File: src/rtl/mux_rr_n.sv
// ============================================================================
// mux_rr_n
// ----------------------------------------------------------------------------
// Purpose:
//   N-channel, W-bit registered streaming multiplexer. Several producer
//   channels, each with its own valid/ready handshake, feed one registered
//   output stage. The channel that may transfer each cycle is chosen either
//   by an external select (manual mode) or by a round-robin arbiter that
//   resumes its search one past the last channel it served.
//
// Parameters:
//   WIDTH     data width per channel (>= 1)
//   CHANNELS  number of input channels (power of two, >= 2)
//   SEL_W     channel-index width, derived from CHANNELS
//
// Ports:
//   clk           system clock, all state on the rising edge
//   rst           synchronous, active-high reset
//   mode          0 = manual select via sel, 1 = round-robin
//   sel           channel index used in manual mode
//   in_data       channel c occupies bits [c*WIDTH +: WIDTH]
//   in_valid      per-channel data valid
//   in_ready      per-channel accept (combinational)
//   out_data      registered selected data
//   out_data_bar  complement of out_data (register or constant 0, see below)
//   out_valid     output register holds a word
//   out_ch        index of the channel that supplied out_data
//   out_ready     consumer accepts out_data
//
// Configuration macro:
//   MUX_RR_N_BAR_EN  when defined, out_data_bar is a register loaded with the
//                    complement of the selected word (reset value all-ones).
//                    When undefined, no complement register exists and
//                    out_data_bar is tied to 0.
// ============================================================================
module mux_rr_n #(
    parameter  int WIDTH    = 8,
    parameter  int CHANNELS = 4,
    localparam int SEL_W    = $clog2(CHANNELS)
) (
    input  logic                      clk,
    input  logic                      rst,
    input  logic                      mode,
    input  logic [SEL_W-1:0]          sel,
    input  logic [CHANNELS*WIDTH-1:0] in_data,
    input  logic [CHANNELS-1:0]       in_valid,
    output logic [CHANNELS-1:0]       in_ready,
    output logic [WIDTH-1:0]          out_data,
    output logic [WIDTH-1:0]          out_data_bar,
    output logic                      out_valid,
    output logic [SEL_W-1:0]          out_ch,
    input  logic                      out_ready
);

    // ------------------------------------------------------------------------
    // State
    // ------------------------------------------------------------------------
    logic [WIDTH-1:0] out_data_q,  out_data_d;
    logic             out_valid_q, out_valid_d;
    logic [SEL_W-1:0] out_ch_q,    out_ch_d;
    logic [SEL_W-1:0] ptr_q,       ptr_d;

    // ------------------------------------------------------------------------
    // Channel unpacking
    // ------------------------------------------------------------------------
    logic [WIDTH-1:0] ch_data [CHANNELS];

    generate
        for (genvar gi = 0; gi < CHANNELS; gi++) begin : g_unpack
            assign ch_data[gi] = in_data[gi*WIDTH +: WIDTH];
        end
    endgenerate

    // ------------------------------------------------------------------------
    // Output register load enable: the register may take a new word when it
    // is empty or its current word is being consumed this cycle.
    // ------------------------------------------------------------------------
    logic load;
    assign load = !out_valid_q || out_ready;

    // ------------------------------------------------------------------------
    // Round-robin search. The valid vector is rotated so that position 0 is
    // the channel at ptr; a plain lowest-index priority encode over the
    // rotated vector then yields the offset of the first valid channel at or
    // after ptr. CHANNELS is a power of two, so SEL_W-bit addition wraps
    // modulo CHANNELS by itself.
    // ------------------------------------------------------------------------
    logic [SEL_W-1:0]    rot_idx [CHANNELS];
    logic [CHANNELS-1:0] rot_valid;

    generate
        for (genvar gi = 0; gi < CHANNELS; gi++) begin : g_rotate
            assign rot_idx[gi]   = ptr_q + SEL_W'(gi);
            assign rot_valid[gi] = in_valid[rot_idx[gi]];
        end
    endgenerate

    logic             rr_found;
    logic [SEL_W-1:0] rr_offset;

    always_comb begin
        rr_found  = 1'b0;
        rr_offset = '0;
        for (int k = 0; k < CHANNELS; k++) begin
            if (!rr_found && rot_valid[k]) begin
                rr_found  = 1'b1;
                rr_offset = SEL_W'(k);
            end
        end
    end

    // ------------------------------------------------------------------------
    // Grant selection. Manual mode always grants sel, even when that channel
    // is not valid; in that case the channel sees in_ready but no transfer
    // happens. Round-robin grants nothing when no channel is valid.
    // ------------------------------------------------------------------------
    logic             gnt_any;
    logic [SEL_W-1:0] gnt_idx;

    always_comb begin
        gnt_any = 1'b0;
        gnt_idx = '0;
        if (!mode) begin
            gnt_any = 1'b1;
            gnt_idx = sel;
        end else if (rr_found) begin
            gnt_any = 1'b1;
            gnt_idx = ptr_q + rr_offset;
        end
    end

    // ------------------------------------------------------------------------
    // Handshake. in_ready is held low while rst is asserted so that no
    // producer believes a word was taken by a register that is being cleared.
    // ------------------------------------------------------------------------
    logic accept;
    assign accept = gnt_any && load && !rst;

    generate
        for (genvar gi = 0; gi < CHANNELS; gi++) begin : g_ready
            assign in_ready[gi] = accept && (gnt_idx == SEL_W'(gi));
        end
    endgenerate

    logic             xfer;
    logic [WIDTH-1:0] sel_data;

    assign xfer     = accept && in_valid[gnt_idx];
    assign sel_data = ch_data[gnt_idx];

    // ------------------------------------------------------------------------
    // Next-state logic for the output stage and the round-robin pointer.
    // ------------------------------------------------------------------------
    always_comb begin
        out_data_d  = out_data_q;
        out_valid_d = out_valid_q;
        out_ch_d    = out_ch_q;
        ptr_d       = ptr_q;

        if (load) begin
            if (xfer) begin
                out_data_d  = sel_data;
                out_ch_d    = gnt_idx;
                out_valid_d = 1'b1;
            end else begin
                // Word consumed (or register already empty) and nothing new:
                // drop valid but keep the last data/channel visible.
                out_valid_d = 1'b0;
            end
        end

        // Only arbitrated transfers advance the pointer, so a detour through
        // manual mode resumes round-robin where it left off.
        if (xfer && mode) begin
            ptr_d = gnt_idx + SEL_W'(1);
        end
    end

    always_ff @(posedge clk) begin
        if (rst) begin
            out_data_q  <= '0;
            out_valid_q <= 1'b0;
            out_ch_q    <= '0;
            ptr_q       <= '0;
        end else begin
            out_data_q  <= out_data_d;
            out_valid_q <= out_valid_d;
            out_ch_q    <= out_ch_d;
            ptr_q       <= ptr_d;
        end
    end

    assign out_data  = out_data_q;
    assign out_valid = out_valid_q;
    assign out_ch    = out_ch_q;

    // ------------------------------------------------------------------------
    // Complement output
    // ------------------------------------------------------------------------
`ifdef MUX_RR_N_BAR_EN
    logic [WIDTH-1:0] out_data_bar_q, out_data_bar_d;

    // Loaded under exactly the same condition as out_data, so the two stay
    // exact complements, including across holds and reset (0 / all-ones).
    always_comb begin
        out_data_bar_d = out_data_bar_q;
        if (load && xfer) begin
            out_data_bar_d = ~sel_data;
        end
    end

    always_ff @(posedge clk) begin
        if (rst) begin
            out_data_bar_q <= '1;
        end else begin
            out_data_bar_q <= out_data_bar_d;
        end
    end

    assign out_data_bar = out_data_bar_q;
`else
    assign out_data_bar = '0;
`endif

endmodule

File: config.mk
export PLATFORM = sky130hd
export DESIGN_NAME = mux_rr_n
export DESIGN_NICKNAME = d
export VERILOG_FILES = /design/src/rtl/mux_rr_n.sv
export SDC_FILE = /design/constraint.sdc
export NUM_CORES = 1
export LEC_CHECK = 0
export ABC_AREA = 1
export BUFFER_PORTS_ARGS = -buffer_cell sky130_fd_sc_hd__buf_2
export CORE_MARGIN = 2
export CORE_UTILIZATION = 45
export CTS_CLUSTER_SIZE = 20
export DETAILED_ROUTE_END_ITERATION = 12
export PLACE_DENSITY_LB_ADDON = 0.12
export SYNTH_ARGS = -nofsm -noshare
export SYNTH_HDL_FRONTEND = slang
export SYNTH_SLANG_ARGS = --single-unit
File: constraint.sdc
create_clock -name clk -period 4.3 [get_ports clk]
set_input_delay 0.215 -clock clk [delete_from_list [all_inputs] [get_ports clk]]
set_output_delay 0.215 -clock clk [all_outputs]
set_load 0.02 [all_outputs]
==> results.ini <==
[synth]
avgSynthCellArea_um2=5.96
ys_seq_area_share_pct=18.6
synthArstFlopShare_pct=0
synth_area_um2=1400
synth_ff_type=dfxtp_1
synth_warnings=0
synth-seq-cells=13
synth_cells=235
synth_edf_count=0
synth_cell_types=25

[floorplanning]
die_h_um=59.8
start_util_pct=46.6
core_region_area_um2=3000
dieArea_um2=3570
die_w_um=59.8
rows=20
ios=65

[timing]
finClkSkew_ns=0.00565
period_needed_ns=3.22
fin_ws_ns=1.08
hold_ws_ns=0.145
period_share_pct=74.9
finalMaxSlewViolations=0
max_freq_ghz=0.311
setup-violations-final=0
setup_tns_ns=0
rsz0062_at_grt=false
final-hold-violation-count=0

[route]
ant_nets=0
drc_errors=0
viasPerCell=4.73
avgRoutedWirePerCell_um=10.2
drt-total-wl_um=3230
drt_iter0_markers=58
first_pass_iters=4
vias=1499

[placed_design]
hpwl_um=2600
place_area_um2=1600
gp_routability_congestion=0.831
dp.cells=313
pre_cts_slack_ns=1.36
io_buffers=56

[layout]
regArea_um2=260
final_cell_mix=nand2_1 (66), buf_2 (56), nor2_1 (32)
multi_input_area_um2=908
num-nets-final=332
antenna_cells=0
fillCellCount=328
drive_gt1_share_pct=28.5
syn2layout_area_growth_pct=16.0
final_common_cell=nand2_1
final_cells=317
stdcell_area_um2=1620
finish.utilization_pct=54.1

[clock_network]
cts_max_level=1
post_cts_resized=0
postCtsSetupRepairBufs=0
clockBufferDepth=2
cts_buffers=3
cts_tree=done
path_clk_slew_ns=0.08
ctsHoldBuffers=0
clock_latency_ns=0.27
cts_sinks=13
cts_root_buf=clkbuf_4

[power_and_ir_drop]
power_density_nw_per_um2=336
p_leak_nw=0.917
irDropWorstVdd_mv=0.128
total_power_mw=0.545

[setup_path]
end_kind=primary output
arrival_ns=3.01
cp_max_fo=13
worstSetupPathType=reg2out
required_ns=4.09
startpoint_type=flop
regToRegSetupSlack_ns=1.30

[grt]
grt_overflow=0
grt_pass1_wl_um=5330
globalRouteTotalUtil_pct=18.9
grt_max_degree=24
grt_pass1_vias=1267
antenna_found_initial=0

[flow_run]
maxCapViolCount=0

[hold_path]
holdCritPathClass=in2reg

[outcome]
status=finished, final reports clean

power by group:
group          switching [mW]  internal [mW]
combinational           0.206          0.109
sequential             0.0144          0.140
clock                  0.0395         0.0359
critical path: stages, from the launching register on:
cell     delay [ns]
dfxtp_1        0.59
inv_2          0.16
nand2_1        0.12
nand2_2        0.07
nand2_1        0.06
nand2_1        0.07
a21oi_1        0.15
ha_1           0.17
xor2_1         0.20
nand3_1        0.10
nand2_1        0.06
inv_1          0.04
nand2_1        0.06
nand2_2        0.16
inv_2          0.21
ha_1           0.18
inv_1          0.04
nor2_1         0.09
buf_2          0.18
state kept, by name, indices dropped and copies added, names as in the netlist:
signal     count
out_valid      1
out_data       8
out_ch         2
ptr_q          2
final timing paths:
| check | start | to | cells after the start |
|---|---|---|---|
| hold / removal | rst | out_ch[0] | 2 |
| setup reg to reg | ptr_q[0] | out_data[5] | 19 |
| setup / recovery | ptr_q[0] | in_ready[1] | 18 |
| hold reg to reg | out_ch[1] | out_ch[1] | 2 |
layer usage:
metal / part of all wire [%] / global-route usage (%)
met1: 49 / 27.5
met4: 1.2 / 5.71
met2: 44 / 29.3
met5: 0 / 0
met3: 6.4 / 1.73
layout make-up:
type / count / share of cell area (%)
multi-input cells: 183 / 55.9
clock buffers: 4 / 1.62
flip-flops and latches: 13 / 16.0
well taps: 33 / 2.54
inverters: 28 / 6.63
repair buffers: 56 / 17.3
cell usage after synthesis, types with 2 or more instances:
| cell type | n | area share, % |
|---|---|---|
| a21oi_1 | 4 | 1.4 |
| buf_2 | 3 | 1.1 |
| buf_4 | 9 | 4.8 |
| buf_6 | 6 | 4.8 |
| dfxtp_1 | 13 | 19 |
| ha_1 | 5 | 4.5 |
| inv_1 | 24 | 6.4 |
| inv_2 | 3 | 0.80 |
| nand2_1 | 66 | 18 |
| nand2_2 | 9 | 4.0 |
| nand2_4 | 2 | 1.6 |
| nand3_1 | 15 | 5.4 |
| nand3_2 | 3 | 2.1 |
| nand4_1 | 2 | 0.89 |
| nor2_1 | 32 | 8.6 |
| nor2_2 | 2 | 0.89 |
| o211ai_1 | 8 | 4.3 |
| o21ai_0 | 8 | 2.9 |
| o21ai_1 | 8 | 2.9 |
| or2_0 | 8 | 3.6 |
kinds of logic (layout without fill, tap and decap cells):
family	Yosys count	in the layout	share of synthesized area, %
xor gates and xnor gates	1	1	0.626
buffers and inverters	46	88	18.4
adders and majority gates	5	5	4.47
AOI/OAI and AO/OA	29	29	12.1
DFF	13	13	18.6
other	1	8	0.268
and+or+nand+nor	140	140	45.6
No activity file was read; power rests on OpenSTA's default activity.
